<file path="src/rtl/boot_pkg.sv">
// Shared types and constants for the boot_dma flash-to-RAM copier.
// The CHECK state exists only when BOOT_DMA_CHECKSUM_EN is defined.
package boot_pkg;

`ifdef BOOT_DMA_CHECKSUM_EN
    typedef enum logic [2:0] {
        IDLE  = 3'd0,
        FETCH = 3'd1,
        WRITE = 3'd2,
        CHECK = 3'd3,
        DONE  = 3'd4
    } boot_state_t;
`else
    typedef enum logic [2:0] {
        IDLE  = 3'd0,
        FETCH = 3'd1,
        WRITE = 3'd2,
        DONE  = 3'd4
    } boot_state_t;
`endif

    localparam logic [23:0] DEFAULT_FLASH_BASE = 24'h040000;
    localparam logic [15:0] DEFAULT_RAM_BASE   = 16'h8000;

    // Byte-index width for a word of word_bytes bytes (at least one bit).
    function automatic int idx_width(input int word_bytes);
        return (word_bytes > 1) ? $clog2(word_bytes) : 1;
    endfunction

endpackage

</file>
<file path="src/rtl/boot_word_unpacker.sv">
// Holds one captured flash word and presents its bytes in little-endian order,
// one per accepted write; byte_o and last_byte_o are registered.
module boot_word_unpacker
    import boot_pkg::*;
#(
    parameter int WORD_BYTES = 4
) (
    input  logic                    clk,
    input  logic                    resetn,
    input  logic                    load_i,
    input  logic [8*WORD_BYTES-1:0] word_i,
    input  logic                    accept_i,
    output logic [7:0]              byte_o,
    output logic                    last_byte_o
);

    localparam int IDX_W = idx_width(WORD_BYTES);
    localparam logic [IDX_W-1:0] LAST_IDX = IDX_W'(WORD_BYTES - 1);

    logic [8*WORD_BYTES-1:0] word_q, word_d;
    logic [IDX_W-1:0]        idx_q, idx_d, nxt_idx_s;
    logic [7:0]              byte_q, byte_d;
    logic                    last_q, last_d;

    // Load a fresh word or step to the next byte on accept.
    always_comb begin
        word_d    = word_q;
        idx_d     = idx_q;
        byte_d    = byte_q;
        last_d    = last_q;
        nxt_idx_s = (idx_q == LAST_IDX) ? '0 : idx_q + IDX_W'(1);
        if (load_i) begin
            word_d = word_i;
            idx_d  = '0;
            byte_d = word_i[7:0];
            last_d = (WORD_BYTES == 1);
        end else if (accept_i) begin
            idx_d  = nxt_idx_s;
            byte_d = word_q[{nxt_idx_s, 3'b000} +: 8];
            last_d = (nxt_idx_s == LAST_IDX);
        end else begin
            idx_d = idx_q;
        end
    end

    // Word/byte registers with synchronous active-low reset.
    always_ff @(posedge clk) begin
        if (!resetn) begin
            word_q <= '0;
            idx_q  <= '0;
            byte_q <= 8'h00;
            last_q <= 1'b0;
        end else begin
            word_q <= word_d;
            idx_q  <= idx_d;
            byte_q <= byte_d;
            last_q <= last_d;
        end
    end

    assign byte_o      = byte_q;
    assign last_byte_o = last_q;

endmodule

</file>
<file path="src/rtl/boot_dma.sv">
// Flash-to-RAM boot copier: fetches LENGTH bytes from flash and writes them to the bus.
// Optional BOOT_DMA_CHECKSUM_EN adds an 8-bit additive checksum verified against flash.
module boot_dma
    import boot_pkg::*;
#(
    parameter int                ADDR_W     = 16,
    parameter logic [23:0]       FLASH_BASE = DEFAULT_FLASH_BASE,
    parameter logic [ADDR_W-1:0] RAM_BASE   = ADDR_W'(DEFAULT_RAM_BASE),
    parameter int                LENGTH     = 32768,
    parameter int                WORD_BYTES = 4,
    parameter bit                AUTOBOOT   = 1'b1
) (
    input  logic                    clk,
    input  logic                    resetn,
    input  logic                    reboot_request,
    output logic                    booting,
    output logic                    boot_done,
    output logic                    boot_error,
    output logic                    boot_we,
    input  logic                    boot_ready,
    output logic [ADDR_W-1:0]       boot_address,
    output logic [7:0]              boot_data,
    output logic                    flash_valid,
    input  logic                    flash_ready,
    output logic [23:0]             flash_addr,
    input  logic [8*WORD_BYTES-1:0] flash_rdata
);

    localparam int                CNT_W       = $clog2(LENGTH + 1);
    localparam logic [CNT_W-1:0]  LEN_C       = CNT_W'(LENGTH);
    localparam logic [23:0]       WB_C        = 24'(WORD_BYTES);
    localparam boot_state_t       RESET_STATE = AUTOBOOT ? FETCH : IDLE;

    boot_state_t       state_q, state_d;
    logic              booting_q, booting_d;
    logic              we_q, we_d;
    logic              fvalid_q, fvalid_d;
    logic              done_q, done_d;
    logic [ADDR_W-1:0] baddr_q, baddr_d;
    logic [23:0]       faddr_q, faddr_d;
    logic [CNT_W-1:0]  cnt_q, cnt_d;
    logic              load_s, flash_acc_s, byte_acc_s, last_s;
    logic [7:0]        byte_s;
`ifdef BOOT_DMA_CHECKSUM_EN
    logic              err_q, err_d;
    logic [7:0]        sum_q, sum_d;
`endif

    // flash_ready only counts while a request is actually outstanding.
    assign flash_acc_s = fvalid_q && flash_ready;
    assign byte_acc_s  = we_q && boot_ready;

    boot_word_unpacker #(
        .WORD_BYTES (WORD_BYTES)
    ) u_unpacker (
        .clk         (clk),
        .resetn      (resetn),
        .load_i      (load_s),
        .word_i      (flash_rdata),
        .accept_i    (byte_acc_s),
        .byte_o      (byte_s),
        .last_byte_o (last_s)
    );

    // Next-state logic; outputs are derived from the next state and registered.
    always_comb begin
        state_d = state_q;
        baddr_d = baddr_q;
        faddr_d = faddr_q;
        cnt_d   = cnt_q;
        load_s  = 1'b0;
`ifdef BOOT_DMA_CHECKSUM_EN
        err_d   = err_q;
        sum_d   = sum_q;
`endif
        case (state_q)
            IDLE: begin
                if (reboot_request) begin
                    state_d = FETCH;
                    baddr_d = RAM_BASE;
                    faddr_d = FLASH_BASE;
                    cnt_d   = '0;
`ifdef BOOT_DMA_CHECKSUM_EN
                    err_d   = 1'b0;
                    sum_d   = 8'h00;
`endif
                end else begin
                    state_d = IDLE;
                end
            end
            FETCH: begin
                if (flash_acc_s) begin
                    load_s  = 1'b1;
                    faddr_d = faddr_q + WB_C;
                    state_d = WRITE;
                end else begin
                    state_d = FETCH;
                end
            end
            WRITE: begin
                if (byte_acc_s) begin
                    baddr_d = baddr_q + ADDR_W'(1);
                    cnt_d   = cnt_q + CNT_W'(1);
`ifdef BOOT_DMA_CHECKSUM_EN
                    sum_d   = sum_q + byte_s;
`endif
                    // Leftover bytes of a partial final word are simply dropped.
                    if (cnt_d == LEN_C) begin
`ifdef BOOT_DMA_CHECKSUM_EN
                        state_d = CHECK;
`else
                        state_d = DONE;
`endif
                    end else if (last_s) begin
                        state_d = FETCH;
                    end else begin
                        state_d = WRITE;
                    end
                end else begin
                    state_d = WRITE;
                end
            end
`ifdef BOOT_DMA_CHECKSUM_EN
            CHECK: begin
                // faddr already points at the word following the rounded-up image.
                if (flash_acc_s) begin
                    faddr_d = faddr_q + WB_C;
                    err_d   = (flash_rdata[7:0] != sum_q);
                    state_d = DONE;
                end else begin
                    state_d = CHECK;
                end
            end
`endif
            DONE: begin
                state_d = IDLE;
            end
            default: begin
                state_d = RESET_STATE;
            end
        endcase

`ifdef BOOT_DMA_CHECKSUM_EN
        booting_d = (state_d == FETCH) || (state_d == WRITE) || (state_d == CHECK);
        fvalid_d  = (state_d == FETCH) || (state_d == CHECK);
`else
        booting_d = (state_d == FETCH) || (state_d == WRITE);
        fvalid_d  = (state_d == FETCH);
`endif
        we_d   = (state_d == WRITE);
        done_d = (state_d == DONE);
    end

    // State and output registers with synchronous active-low reset.
    always_ff @(posedge clk) begin
        if (!resetn) begin
            state_q   <= RESET_STATE;
            booting_q <= 1'b0;
            we_q      <= 1'b0;
            fvalid_q  <= 1'b0;
            done_q    <= 1'b0;
            baddr_q   <= RAM_BASE;
            faddr_q   <= FLASH_BASE;
            cnt_q     <= '0;
`ifdef BOOT_DMA_CHECKSUM_EN
            err_q     <= 1'b0;
            sum_q     <= 8'h00;
`endif
        end else begin
            state_q   <= state_d;
            booting_q <= booting_d;
            we_q      <= we_d;
            fvalid_q  <= fvalid_d;
            done_q    <= done_d;
            baddr_q   <= baddr_d;
            faddr_q   <= faddr_d;
            cnt_q     <= cnt_d;
`ifdef BOOT_DMA_CHECKSUM_EN
            err_q     <= err_d;
            sum_q     <= sum_d;
`endif
        end
    end

    assign booting      = booting_q;
    assign boot_done    = done_q;
    assign boot_we      = we_q;
    assign boot_address = baddr_q;
    assign boot_data    = byte_s;
    assign flash_valid  = fvalid_q;
    assign flash_addr   = faddr_q;
`ifdef BOOT_DMA_CHECKSUM_EN
    assign boot_error   = err_q;
`else
    assign boot_error   = 1'b0;
`endif

endmodule
</file>
<file path="config.mk">
export PLATFORM = sky130hd
export DESIGN_NAME = boot_dma
export DESIGN_NICKNAME = d
export VERILOG_FILES = /design/src/rtl/boot_pkg.sv /design/src/rtl/boot_word_unpacker.sv /design/src/rtl/boot_dma.sv
export SDC_FILE = /design/constraint.sdc
export NUM_CORES = 1
export LEC_CHECK = 0
export ABC_AREA = 1
export BUFFER_PORTS_ARGS = -buffer_cell sky130_fd_sc_hd__buf_2
export CORE_MARGIN = 3
export CORE_UTILIZATION = 40
export DETAILED_ROUTE_END_ITERATION = 8
export PLACE_DENSITY = 0.56
export SETUP_SLACK_MARGIN = 0.02
export SLEW_MARGIN = 20
export SYNTH_ARGS = -nofsm -noshare
export SYNTH_HDL_FRONTEND = slang
export SYNTH_HIERARCHICAL = 1
export SYNTH_SLANG_ARGS = --single-unit
</file>
<file path="constraint.sdc">
create_clock -name clk -period 4.4 [get_ports clk]
set_clock_uncertainty 0.2 [all_clocks]
set_input_delay 0.88 -clock clk [delete_from_list [all_inputs] [get_ports clk]]
set_output_delay 0.88 -clock clk [all_outputs]
set_load 0.005 [all_outputs]
</file>
* Word level (Yosys, flattened, before mapping) *
Cells that the tools add are included.

word-level totals
  register bits = 106
  bits of input ports = 37
  output and inout bits = 53
  word-level logic and storage cells = 60

operators by class
  add/subtract/negate cells = 4
  eq/ne operators = 12
  shift operators = 1
  mux-type cells = 20
  bitwise gates (word level) = 1
  reductions and logical operators = 10

operators with widths
  kind                     number
  $mux W16                 4
  $pmux W16 S2             2
  $mux W24                 2
  $pmux W24 S2             1
  $add A16 B1 Y16 const B  2
  $shiftx A32 B6 Y8        1
  $add A24 B3 Y24 const B  1
  $eq A16 B16 Y1 const B   1
  $mux W8                  2
  $pmux W3 S4              1
  $eq A3 B1 Y1 const B     2
  $eq A3 B2 Y1 const B     2
  $eq A3 B3 Y1 const B     2
  $mux W2                  3
  $mux W3                  2
  $ne A2 B2 Y1 const B     3
  $reduce_and A3 Y1        2
  $reduce_bool A2 Y1       3
  $eq A2 B2 Y1 const B     2
  $logic_not A3 Y1         1
  $mux W1                  3
  $add A2 B1 Y2 const B    1
  $logic_and A1 B1 Y1      2
  $reduce_or A2 Y1         1
  other kinds (2)          2

* Depth between registers and ports, before layout *
Gate-level depths: netlist (run 1).

  depth after elaboration = 7
  mapped depth = 14
  depth with buffers taken out = 14

* Cells and area by module *
Netlist (run 1), hierarchy kept.

modules (own cells, without submodules)
  module              instances  cells an instance  area an instance (um^2)  sequential area each (um^2)
  boot_dma            1          469                3228.1                   1221.2
  boot_word_unpacker  1          246                1876.8                   860.8

* Worst setup path after synthesis (run 1) *
OpenSTA, ideal clock, no wires.

  kind = input-to-reg
  start = input boot_ready
  end = register baddr_q[14] (netlist: boot_address[14])
  library setup time = 0.132 ns
  arrival = 1.838 ns
  required time = 4.068 ns
  setup slack = 2.231 ns
  cell stages on the path = 10
  path buffers = 1
  cell sequence = nand2_1 -> nor2_2 -> nor2_2 -> buf_6 -> nor2_2 -> nand3_2 -> inv_1 -> nand2_1 -> nor4_2 -> nor3_1

between the ends
  word-level cells in the longest chain between the ends = 3

RTL lines
  what                         line             text
  start: declaration           boot_dma.sv:20   input logic boot_ready,
  $logic_and A1 B1 Y1          boot_dma.sv:51   assign byte_acc_s = we_q && boot_ready;
  $ne A2 B2 Y1 (no line)       -
  $reduce_and A3 Y1 (no line)  -
  end signal: assignment       boot_dma.sv:175  baddr_q <= baddr_d;
  end: declaration             boot_dma.sv:39   logic [ADDR_W-1:0] baddr_q, baddr_d;

Every way passes these cells.
A chain may end at the register's enable or synchronous reset.

* Worst setup path in the final report (run 1) *
  start = register state_q[1]
  end = register u_unpacker.word_q[20]

between the ends
  word-level cells in the longest chain between the ends = 2

RTL lines
  what                      line                      text
  start: declaration        boot_dma.sv:34            boot_state_t state_q, state_d;
  start signal: assignment  boot_dma.sv:170           state_q <= state_d;
  $eq A3 B1 Y1              boot_dma.sv:76            case (state_q)
  $mux W1                   boot_dma.sv:76
  named net load_s          boot_dma.sv:42            logic load_s, flash_acc_s, byte_acc_s, last_s;
  end signal: assignment    boot_word_unpacker.sv:54  word_q <= word_d;
  end: declaration          boot_word_unpacker.sv:20  logic [8*WORD_BYTES-1:0] word_q, word_d;

The timed path passes the listed nets, and every way through them passes these cells.

==> results of run 1 <==
==> routing by layer <==
metal  vias to the layer above  GRT usage [%]  part of all wire, %
li1                       2495              -                    -
met1                      2117          22.62                   44
met2                       135          30.05                   48
met3                        13          5.128                  6.4
met4                         0          4.634                  1.2
met5                         -              0                    0
==> worst max path at each step <==
| stage | to | start |
|---|---|---|
| floorplan | boot_address[14] | boot_ready |
| global placement | boot_address[15] | boot_ready |
| finish | u_unpacker/word_q[20] | state_q[1] |
| detailed placement | boot_address[15] | boot_ready |
| CTS | boot_address[15] | state_q[2] |
| global route | u_unpacker/word_q[20] | state_q[1] |
==> worst reg2reg max path: stages, from the launching register on <==
cell and delay (ns):
sky130_fd_sc_hd__dfxtp_1 0.33, sky130_fd_sc_hd__inv_1 0.07, sky130_fd_sc_hd__nand2_1 0.08, sky130_fd_sc_hd__nor2_4 0.21
sky130_fd_sc_hd__nand3_4 0.12, sky130_fd_sc_hd__inv_1 0.07, sky130_fd_sc_hd__buf_4 0.27, sky130_fd_sc_hd__clkinv_1 0.84
sky130_fd_sc_hd__o21ai_0 0.54, sky130_fd_sc_hd__a21oi_1 0.06
==> power by group <==
| part | switching, µW | internal (µW) | total [µW] |
|---|---|---|---|
| logic | 110 | 60.8 | 170 |
| clock network | 350 | 499 | 849 |
| registers | 17.9 | 974 | 992 |
==> cells in the mapped netlist, types with 3 or more instances <==
cell type / count
sky130_fd_sc_hd__a21boi_0: 6
sky130_fd_sc_hd__a21o_1: 3
sky130_fd_sc_hd__a21oi_1: 74
sky130_fd_sc_hd__buf_2: 8
sky130_fd_sc_hd__buf_4: 4
sky130_fd_sc_hd__buf_6: 5
sky130_fd_sc_hd__clkbuf_1: 7
sky130_fd_sc_hd__dfxtp_1: 104
sky130_fd_sc_hd__ha_1: 5
sky130_fd_sc_hd__inv_1: 84
sky130_fd_sc_hd__nand2_1: 161
sky130_fd_sc_hd__nand2_2: 4
sky130_fd_sc_hd__nand3_1: 42
sky130_fd_sc_hd__nand3_2: 5
sky130_fd_sc_hd__nand4_1: 17
sky130_fd_sc_hd__nor2_1: 54
sky130_fd_sc_hd__nor2_2: 9
sky130_fd_sc_hd__nor2_4: 6
sky130_fd_sc_hd__nor3_1: 20
sky130_fd_sc_hd__o211ai_1: 8
sky130_fd_sc_hd__o21ai_0: 44
sky130_fd_sc_hd__o21ai_1: 3
sky130_fd_sc_hd__o22ai_1: 7
sky130_fd_sc_hd__xor2_1: 5
==> state kept, by name (all words and copies together) (netlist names) <==
register                flops
flash_valid                 1
boot_address               16
boot_done                   1
boot_we                     1
u_unpacker/word_q          32
u_unpacker/byte_o           8
state_q                     3
booting                     1
flash_addr                 22
u_unpacker/last_byte_o      1
u_unpacker/idx_q            2
cnt_q                      16
==> through the flow <==
stage	cells	hold WS (ns)	power, µW
floorplan	717	0.2291	1131
global placement	949	0.2411	1182
detailed placement	949	0.2444	1186
CTS	965	0.2549	2042
global route	965	0.2770	2110
finish	965	0.2576	2012
==> final cells by class <==
type,count,area [µm²]
multi-input combinational,500,2539
sequential,104,2082
timing repair buffer,90,460.4
clock buffer,11,232.7
clock inverter,5,81.33
fill,1269,6327
inverter,87,329.1
tap,168,210.2
==> logic make-up after synthesis <==
group | count (synthesis)
xor gates and xnor gates | 6
and+or+nand+nor | 333
other | 1
DFF | 104
buffers and inverters | 113
adders and majority gates | 5
AOI/OAI and AO/OA | 153
==> placed cells by master, fill, tap and decap left out, types with 3 or more instances in the layout <==
cell type / Yosys / routed
sky130_fd_sc_hd__nand2_1: 161 / 161
sky130_fd_sc_hd__dfxtp_1: 104 / 104
sky130_fd_sc_hd__buf_2: 8 / 86
sky130_fd_sc_hd__inv_1: 84 / 83
sky130_fd_sc_hd__a21oi_1: 74 / 74
sky130_fd_sc_hd__nor2_1: 54 / 54
sky130_fd_sc_hd__o21ai_0: 44 / 44
sky130_fd_sc_hd__nand3_1: 42 / 42
sky130_fd_sc_hd__nor3_1: 20 / 20
sky130_fd_sc_hd__nand4_1: 17 / 17
sky130_fd_sc_hd__nor2_2: 9 / 9
sky130_fd_sc_hd__clkbuf_16: 0 / 9
sky130_fd_sc_hd__o211ai_1: 8 / 8
sky130_fd_sc_hd__o22ai_1: 7 / 7
sky130_fd_sc_hd__nor2_4: 6 / 6
sky130_fd_sc_hd__a21boi_0: 6 / 6
sky130_fd_sc_hd__xor2_1: 5 / 5
sky130_fd_sc_hd__nand3_2: 5 / 5
sky130_fd_sc_hd__ha_1: 5 / 5
sky130_fd_sc_hd__nand2_2: 4 / 4
sky130_fd_sc_hd__buf_4: 4 / 4
sky130_fd_sc_hd__a21o_1: 3 / 3
sky130_fd_sc_hd__o21ai_1: 3 / 3
sky130_fd_sc_hd__conb_1: 1 / 3
==> flow_summary.json, run 1 <==
{
  "yosys-mux-area-fraction_pct": 0,
  "grt_antenna_before_repair": 0,
  "outcome": "finished clean",
  "worst_reg_to_reg_path_cell_count": 9,
  "global_route_wire_length_before_repair_mm": 20.61,
  "finalWeightedCongestion": 0.9216,
  "diodes": 0,
  "dpl_cell_area_um2": 5620,
  "coreArea_um2": 12260,
  "cell_area_after_technology_mapping_um2": 5105,
  "grt_pass1_vias": 4299,
  "cts_root_buf": "sky130_fd_sc_hd__clkbuf_16",
  "timing.reg2reg.setup_slack_ns": 1.45,
  "path_delay_family": "buffers and inverters",
  "path_common_cell": "sky130_fd_sc_hd__inv_1",
  "cts_num_sinks": 104,
  "crit_path_max_incr_delay_ns": 0.83,
  "layout_min_cycle_time_ns": 2.950,
  "post-dp-hpwl_mm": 9.112,
  "netlist-cell-type-count": 47,
  "rsz0062_at_grt": "false",
  "areaGrowthSynthToFinish_pct": 16.25,
  "synth.ff_latch_count": 104,
  "drt_wl_total_mm": 12.52,
  "setup_total_negative_slack_ns": 0,
  "timing.final.max_slew_violations": 0,
  "post-route-cell-area_um2": 5934,
  "die-height_um": 119.0,
  "cellLeakagePower_uw": 0.002517,
  "layout_setup_ws_ns": 1.450,
  "hold_path_end": "u_unpacker/word_q[27]",
  "cts-buffers-inserted": 9,
  "ys.flop_type": "sky130_fd_sc_hd__dfxtp_1",
  "drive_above_1_share_pct": 17.44,
  "io_buffer_count": 86,
  "clock.fmax_ghz": 0.3389,
  "synthDominantCellAreaShare_pct": 40.78,
  "ctsHoldBuffers": 0,
  "worstPathRequired_ns": 4.41,
  "synth_edf_count": 0,
  "tcrit_tclk_final_pct": 67.06,
  "chip_width_um": 119.0,
  "row_count": 40,
  "globalRouteTotalUtil_pct": 17.90,
  "avgViaCountPerCell": 4.933,
  "num_io_pins": 90,
  "max_capacitance_violation_total": 0,
  "slew-limit-headroom_pct": 34.62,
  "worstPathMaxFanout": 41,
  "synth-xor-area-share_pct": 1.029,
  "tritoncts": "yes",
  "synth_fa_ha_area_share_pct": 1.225,
  "postCtsSetupRepairBufs": 0,
  "clkTransAtPathRegs_ns": 0.07,
  "cp_num_buf_inv": 4,
  "dominant_combinational_cell_family_by_area_after_synthesis": "simple AND/OR/NAND/NOR gates",
  "criticalPathCategory": "reg -> reg",
  "worst_ir_drop_on_vdd_v": 0.0002425,
  "worst_path_max_delay_cell": "sky130_fd_sc_hd__clkinv_1",
  "timing.final.setup_violations": 0,
  "htree_levels": 3,
  "timing.hold.worst_path_depth": 2,
  "worstMarginPinSlew_ns": 0.9747,
  "hold_path.startpoint": "u_unpacker/word_q[27]",
  "fp.dieArea_um2": 14150,
  "timing.critical_path.to_type": "register",
  "first_iter_violations": 275,
  "cts-resized-gates": 0,
  "cts-root-to-sink-buffers": 2,
  "detail_route.drc_violations": 0,
  "synth_simple_gate_area_share_pct": 30.71,
  "synth.avg_cell_area_um2": 7.140,
  "worst_setup_slack_after_placement_ns": 1.432,
  "global_route.overflow_total": 0,
  "post-synth-top-area-cell": "sky130_fd_sc_hd__dfxtp_1",
  "pin_count_of_the_biggest_net_entering_global_routing": 42,
  "clk-insertion-delay-late_ns": 0.35,
  "finalCoreUtilization_pct": 48.40,
  "wire_per_inst_um": 12.97,
  "yosysSeqAreaShare_pct": 40.78,
  "fin_nets": 834,
  "crit_chain": "inv_1 > nand2_1 > nor2_4 > nand3_4 > inv_1 > buf_4 > clkinv_1 > o21ai_0 > a21oi_1",
  "power_per_cell_area_nw_per_um2": 339.0,
  "first_pass_iters": 5,
  "r2r_startpoint": "state_q[1]",
  "synth_area_leaders": "sky130_fd_sc_hd__dfxtp_1, sky130_fd_sc_hd__nand2_1, sky130_fd_sc_hd__a21oi_1, sky130_fd_sc_hd__inv_1, sky130_fd_sc_hd__o21ai_0",
  "hold_crit_path_type": "reg -> reg",
  "post_synth_inst_count": 715,
  "yosys_warnings": 6,
  "worst-path-stages": 9,
  "initial_utilization_pct": 41.63,
  "crit-reg2reg-capture": "u_unpacker/word_q[20]",
  "final_antenna_violating_net_count": 0,
  "detailroute.via_count": 4760,
  "synth-async-reset-ratio_pct": 0,
  "cp-start-kind": "register",
  "cp_data_arrival_time_ns": 2.96,
  "synth-compound-area-share_pct": 16.54,
  "final_hold_vio_count": 0
}
Note: power is estimated with default switching activity, not from simulation.
==> run 2, diff against run 1 <==
ABC_AREA = 0   (was 1)
PLACE_DENSITY = 0.59   (was 0.56)
clock period = 2.5 ns   (was 4.4 ns; I/O delays follow)
==> run 2 against run 1 <==
Compared with the run above: sequential cell count is the same; cell area is 0.25% higher; fmax rose by 31%; global-route usage down 0.33 points; worst hold slack worse by 0.074 ns; highest routed layer unchanged.
==> flow_summary.json, run 2 <==
{
  "outcome": "finished clean",
  "clock.fmax_ghz": 0.4448,
  "timing.final.max_slew_violations": 0,
  "largest_register_ffs": 32,
  "coreArea_um2": 12110,
  "final_hold_vio_count": 0,
  "first_pass_iters": 4,
  "synth_area_leaders": "sky130_fd_sc_hd__dfxtp_1, sky130_fd_sc_hd__mux2i_1, sky130_fd_sc_hd__nor2_1, sky130_fd_sc_hd__xnor2_1, sky130_fd_sc_hd__a21oi_1",
  "worst_setup_slack_after_placement_ns": 0.2086,
  "synth-async-reset-ratio_pct": 0,
  "setup_total_negative_slack_ns": 0,
  "hold_crit_path_type": "in -> reg",
  "timing.hold.worst_path_depth": 3,
  "fin_nets": 691,
  "yosysSeqAreaShare_pct": 41.56,
  "diodes": 0,
  "global_route_wire_length_before_repair_mm": 20.22,
  "cp_data_arrival_time_ns": 2.27,
  "wire_per_inst_um": 14.70,
  "largest_register": "u_unpacker/word_q",
  "drt_wl_total_mm": 12.08,
  "row_count": 40,
  "post-dp-hpwl_mm": 8.737,
  "netlist-cell-type-count": 59,
  "layout.cells.most_common_list": "sky130_fd_sc_hd__dfxtp_1, sky130_fd_sc_hd__buf_2, sky130_fd_sc_hd__nor2_1",
  "worst_reg_to_reg_path_cell_count": 5,
  "cts-root-to-sink-buffers": 2,
  "tcrit_tclk_final_pct": 89.92,
  "yosys_warnings": 6,
  "final.fill_count": 1193,
  "global_route.overflow_total": 0,
  "first_iter_violations": 310,
  "max_capacitance_violation_total": 0,
  "layout_min_cycle_time_ns": 2.248,
  "final_antenna_violating_net_count": 0,
  "clkTransAtPathRegs_ns": 0.07,
  "tritoncts": "yes",
  "cell_area_after_technology_mapping_um2": 5010,
  "num_io_pins": 90,
  "placed_cells": 806,
  "globalRouteTotalUtil_pct": 17.58,
  "clk-insertion-delay-late_ns": 0.35,
  "cts_num_sinks": 104,
  "cts_root_buf": "sky130_fd_sc_hd__clkbuf_16",
  "grt_pass1_vias": 3975,
  "areaGrowthSynthToFinish_pct": 18.76,
  "post-synth-top-area-cell": "sky130_fd_sc_hd__dfxtp_1",
  "post_synth_inst_count": 565,
  "pin_count_of_the_biggest_net_entering_global_routing": 34,
  "power_per_cell_area_nw_per_um2": 591.0,
  "synth.avg_cell_area_um2": 8.867,
  "detailroute.via_count": 4280,
  "die-height_um": 117.9,
  "detail_route.drc_violations": 0,
  "worstMarginPinSlew_ns": 0.5907,
  "mostFrequentLayoutCell": "sky130_fd_sc_hd__dfxtp_1",
  "synth.top_cells.by_count": "sky130_fd_sc_hd__dfxtp_1, sky130_fd_sc_hd__nor2_1, sky130_fd_sc_hd__mux2i_1",
  "fp.dieArea_um2": 13900,
  "timing.critical_path.to_type": "register",
  "chip_width_um": 117.9,
  "ys.flop_type": "sky130_fd_sc_hd__dfxtp_1",
  "synthDominantCellAreaShare_pct": 41.56,
  "worstPathMaxFanout": 8,
  "synth.ff_latch_count": 104,
  "cts-buffers-inserted": 9,
  "synth_edf_count": 0,
  "layout_setup_ws_ns": 0.2520,
  "synth.most_common_cell": "sky130_fd_sc_hd__dfxtp_1",
  "avgViaCountPerCell": 5.207,
  "finalWeightedCongestion": 0.8395,
  "layout.cells.non_filler": 822,
  "cellLeakagePower_uw": 0.002263,
  "worstPathRequired_ns": 2.52,
  "htree_levels": 3,
  "rsz0062_at_grt": "false",
  "total_power_uw": 3516,
  "criticalPathCategory": "reg -> reg",
  "drive_above_1_share_pct": 21.71,
  "grt_antenna_before_repair": 0,
  "initial_utilization_pct": 41.36,
  "worst_ir_drop_on_vdd_v": 0.0003607,
  "slew-limit-headroom_pct": 60.58,
  "io_buffer_count": 86,
  "timing.final.setup_violations": 0,
  "cp-start-kind": "register"
}
[run 2: cell count changes after synthesis, sizes merged, moves of 27 or more]
cell and delta:
a21oi -44, inv -78, mux2i +42, nand2 -138, nand3 -27
[run 2: power breakdown]
group / internal (µW) / switching (µW) / total [µW] / leakage (µW)
combinational: 126 / 146 / 272 / 0.00127
sequential: 1700 / 30.7 / 1730 / 0.000843
clock: 905 / 607 / 1510 / 0.000154
[run 2: worst max-delay path, stage by stage, from the launching register on]
cell and delay [ns]:
sky130_fd_sc_hd__dfxtp_1 0.50, sky130_fd_sc_hd__nand4_4 0.21, sky130_fd_sc_hd__nor4_2 0.32, sky130_fd_sc_hd__mux2_2 0.40
sky130_fd_sc_hd__nor4_2 0.38, sky130_fd_sc_hd__nor3_1 0.10
[run 2: layout make-up]
class / instances / area, µm² / area share [%]
Multi-Input combinational cell: 417 / 2716 / 45.66
Clock buffer: 13 / 250.2 / 4.206
Sequential cell: 104 / 2082 / 34.99
Tap cell: 168 / 210.2 / 3.533
Clock inverter: 3 / 65.06 / 1.094
Inverter: 10 / 37.54 / 0.6309
Timing Repair Buffer: 107 / 588.1 / 9.884
[run 2: kinds of logic after synthesis]
family	synth area share (%)
xor gates and xnor gates	5.420
muxes	8.841
AOI/OAI and AO/OA	12.89
and+or+nand+nor	25.32
adders and majority gates	1.249
DFF	41.56
buffers and inverters	4.645
other	0.07485
[run 2: layer usage]
metal	part of all wire (%)	track usage, %	routed length [µm]
met1	49	24.61	5872
met2	45	26.41	5461
met3	4.4	3.556	535
met4	1.7	7.179	211
met5	0	0	0
[run 2: through the flow]
| step | util [%] | hold WS [ns] | instance area (µm²) |
|---|---|---|---|
| 2_1_floorplan | - | 0.2452 | 5017 |
| 3_3_place_gp | 46.47 | 0.2519 | 5628 |
| 3_5_place_dp | 46.47 | 0.2690 | 5628 |
| 4_1_cts | 49.07 | 0.1746 | 5943 |
| 5_1_grt | 49.12 | 0.1887 | 5949 |
| 6_report | 49.12 | 0.1839 | 5949 |
[run 2: worst paths after layout]
| path | startpoint | slack [ns] | end |
|---|---|---|---|
| max | cnt_q[6] | 0.25 | state_q[1] |
| max reg2reg | cnt_q[6] | 0.25 | state_q[1] |
| min | flash_rdata[30] | 0.18 | u_unpacker/word_q[30] |
| min reg2reg | u_unpacker/word_q[2] | 0.28 | u_unpacker/word_q[2] |
[run 2: what timing repair did]
| item | 4_1_cts | 5_1_grt |
|---|---|---|
| hold buffers | 0 | 0 |
| gates resized for setup | 0 | 1 |
| setup endpoints to repair | 0 | 4 |
| buffers inserted | 0 | 0 |
==> run 3, diff against run 2 <==
PLACE_DENSITY = not set   (was 0.59)
SYNTH_HIERARCHICAL = not set   (was 1)
==> run 3 against run 2 <==
Compared with the run above: critical path depth grew 2; sequential share of layout area rose by 0.95 points; fmax fell by 3.1%; wire length is 6.3% lower; non-clock buffer count decreased by 2; via count about the same; cell area down 2.6%; synthesized cell count rose by 4.4%; clock power hardly changed; combinational power down 8.1%; cell count rose by 0.12%; critical endpoint is now state_q[0]; largest cell class unchanged; largest power group unchanged; highest routed layer unchanged.
==> flow_summary.json, run 3 <==
{
  "grt_antenna_before_repair": 0,
  "post_synth_inst_count": 590,
  "final_hold_vio_count": 0,
  "cts-resized-gates": 0,
  "cts_root_buf": "sky130_fd_sc_hd__clkbuf_16",
  "yosys-mux-area-fraction_pct": 3.587,
  "avgViaCountPerCell": 5.199,
  "io_buffer_count": 86,
  "htree_levels": 3,
  "synth-async-reset-ratio_pct": 0,
  "synth_simple_gate_area_share_pct": 28.41,
  "final_antenna_violating_net_count": 0,
  "clkTransAtPathRegs_ns": 0.07,
  "largest_register_ffs": 32,
  "diodes": 0,
  "cp_data_arrival_time_ns": 2.34,
  "power_per_cell_area_nw_per_um2": 608.3,
  "synth-xor-area-share_pct": 5.239,
  "synth_edf_count": 0,
  "timing.final.max_slew_violations": 0,
  "drt_wl_total_mm": 11.31,
  "cts-root-to-sink-buffers": 2,
  "worst_reg_to_reg_path_cell_count": 7,
  "layout_min_cycle_time_ns": 2.320,
  "worstPathMaxFanout": 7,
  "mostFrequentLayoutCell": "sky130_fd_sc_hd__nand2_1",
  "slew-limit-headroom_pct": 62.74,
  "outcome": "finished clean",
  "criticalPathCategory": "reg -> reg",
  "post-synth-top-area-cell": "sky130_fd_sc_hd__dfxtp_1",
  "yosys_warnings": 0,
  "globalRouteTotalUtil_pct": 17.42,
  "max_capacitance_violation_total": 0,
  "initial_utilization_pct": 41.75,
  "synth_fa_ha_area_share_pct": 1.290,
  "synth_area_leaders": "sky130_fd_sc_hd__dfxtp_1, sky130_fd_sc_hd__nand2_1, sky130_fd_sc_hd__a21oi_1, sky130_fd_sc_hd__nor2_1, sky130_fd_sc_hd__xnor2_1",
  "finalWeightedCongestion": 0.8947,
  "global_route_wire_length_before_repair_mm": 19.02,
  "postCtsSetupRepairBufs": 0,
  "post-dp-hpwl_mm": 7.979,
  "ys.flop_type": "sky130_fd_sc_hd__dfxtp_1",
  "cell_area_after_technology_mapping_um2": 4848,
  "seq_area_um2": 2082,
  "rsz0062_at_grt": "false",
  "num_io_pins": 90,
  "final.fill_count": 1142,
  "multi_input_comb_area_um2": 2592,
  "clock.fmax_ghz": 0.4310,
  "cp-start-kind": "register",
  "layout.cells.non_filler": 823,
  "layout.cells.most_common_list": "sky130_fd_sc_hd__nand2_1, sky130_fd_sc_hd__dfxtp_1, sky130_fd_sc_hd__buf_2",
  "ctsHoldBuffers": 0,
  "worstPathRequired_ns": 2.52,
  "dominant_combinational_cell_family_by_area_after_synthesis": "simple AND/OR/NAND/NOR gates",
  "chip_width_um": 116.1,
  "synth.avg_cell_area_um2": 8.218,
  "worst_ir_drop_on_vdd_v": 0.0002932,
  "die-height_um": 116.1,
  "synthDominantCellAreaShare_pct": 42.94,
  "wire_per_inst_um": 13.75,
  "global_route.overflow_total": 0,
  "grt_pass1_vias": 4025,
  "detail_route.drc_violations": 0,
  "clk-insertion-delay-late_ns": 0.35,
  "row_count": 39,
  "worst_setup_slack_after_placement_ns": 0.1028,
  "fin_nets": 717,
  "first_pass_iters": 5,
  "coreArea_um2": 11610,
  "finalCoreUtilization_pct": 49.87,
  "synth.top_cells.by_count": "sky130_fd_sc_hd__nand2_1, sky130_fd_sc_hd__dfxtp_1, sky130_fd_sc_hd__a21oi_1",
  "largest_register": "u_unpacker.word_q",
  "placed_cells": 807,
  "first_iter_violations": 346,
  "timing.final.setup_violations": 0,
  "tritoncts": "yes",
  "cellLeakagePower_uw": 0.002277,
  "setup_total_negative_slack_ns": 0,
  "synth-compound-area-share_pct": 14.50,
  "layout_setup_ws_ns": 0.1801,
  "detailroute.via_count": 4279,
  "cts_num_sinks": 104,
  "synth.ff_latch_count": 104,
  "timing.hold.worst_path_depth": 3,
  "hold_crit_path_type": "in -> reg",
  "timing.critical_path.to_type": "register",
  "tcrit_tclk_final_pct": 92.80,
  "worstMarginPinSlew_ns": 0.5576,
  "fp.dieArea_um2": 13480,
  "synth.most_common_cell": "sky130_fd_sc_hd__nand2_1",
  "pin_count_of_the_biggest_net_entering_global_routing": 47,
  "cts-buffers-inserted": 9,
  "netlist-cell-type-count": 65,
  "yosysSeqAreaShare_pct": 42.94,
  "areaGrowthSynthToFinish_pct": 19.46,
  "drive_above_1_share_pct": 21.91
}
## run 3: changes by cell type after synthesis, sizes merged, moves of 9 or more
cell   before  now
nand2      28  124
a21oi      30   69
mux2i      42    5
nor2       86   53
buf        17    8
## run 3: worst paths after layout
check | slack (ns) | from | endpoint
worst min-delay path | 0.18 | flash_rdata[9] | u_unpacker.word_q[9]
worst max-delay path | 0.18 | cnt_q[0] | state_q[0]
worst min register to register | 0.25 | u_unpacker.word_q[18] | u_unpacker.word_q[18]
worst max register to register | 0.18 | cnt_q[0] | state_q[0]
## run 3: kinds of logic (layout without fill, tap and decap cells)
logic type,after synthesis,in the layout
and+or+nand+nor,274,274
other,1,3
adders and majority gates,5,5
buffers and inverters,39,127
AOI/OAI and AO/OA,125,125
xor gates and xnor gates,29,29
DFF,104,104
muxes,13,13
## run 3: power breakdown
part           internal [µW]  switching, µW  total, µW
clock network            910            633       1540
logic                    102            148        250
registers               1700           29.5       1730
total                   2710            810       3520
## run 3: critical path, cell delays in order (launching register included)
cell and delay [ns]:
sky130_fd_sc_hd__dfxtp_1 0.40, sky130_fd_sc_hd__ha_1 0.24, sky130_fd_sc_hd__nand4_4 0.19, sky130_fd_sc_hd__nor4b_4 0.34, sky130_fd_sc_hd__o311ai_1 0.16, sky130_fd_sc_hd__and3_4 0.20, sky130_fd_sc_hd__nor4_4 0.29, sky130_fd_sc_hd__o211ai_1 0.16
## run 3: through the flow
stage	cell area, µm²	power, µW	hold WS, ns
floorplan	4856	1921	0.2329
global placement	5455	2015	0.2421
detailed placement	5455	2021	0.2447
CTS	5786	3570	0.1725
global route	5792	3680	0.1796
finish	5792	3523	0.1839
## run 3: metal layers
| metal | routed length, µm | track usage, % | share of wire [%] |
|---|---|---|---|
| met5 | 0 | 0 | 0 |
| met4 | 195 | 6.651 | 1.7 |
| met3 | 549 | 3.161 | 4.9 |
| met2 | 5261 | 28.08 | 46 |
| met1 | 5306 | 23.35 | 47 |
## run 3: layout make-up
type                       instances  area share, %
multi-input combinational        449          44.76
tap                              143          3.089
timing repair buffer             105          10.11
clock buffer                      10          4.126
inverter                           6         0.3889
sequential                       104          35.95
clock inverter                     6          1.577
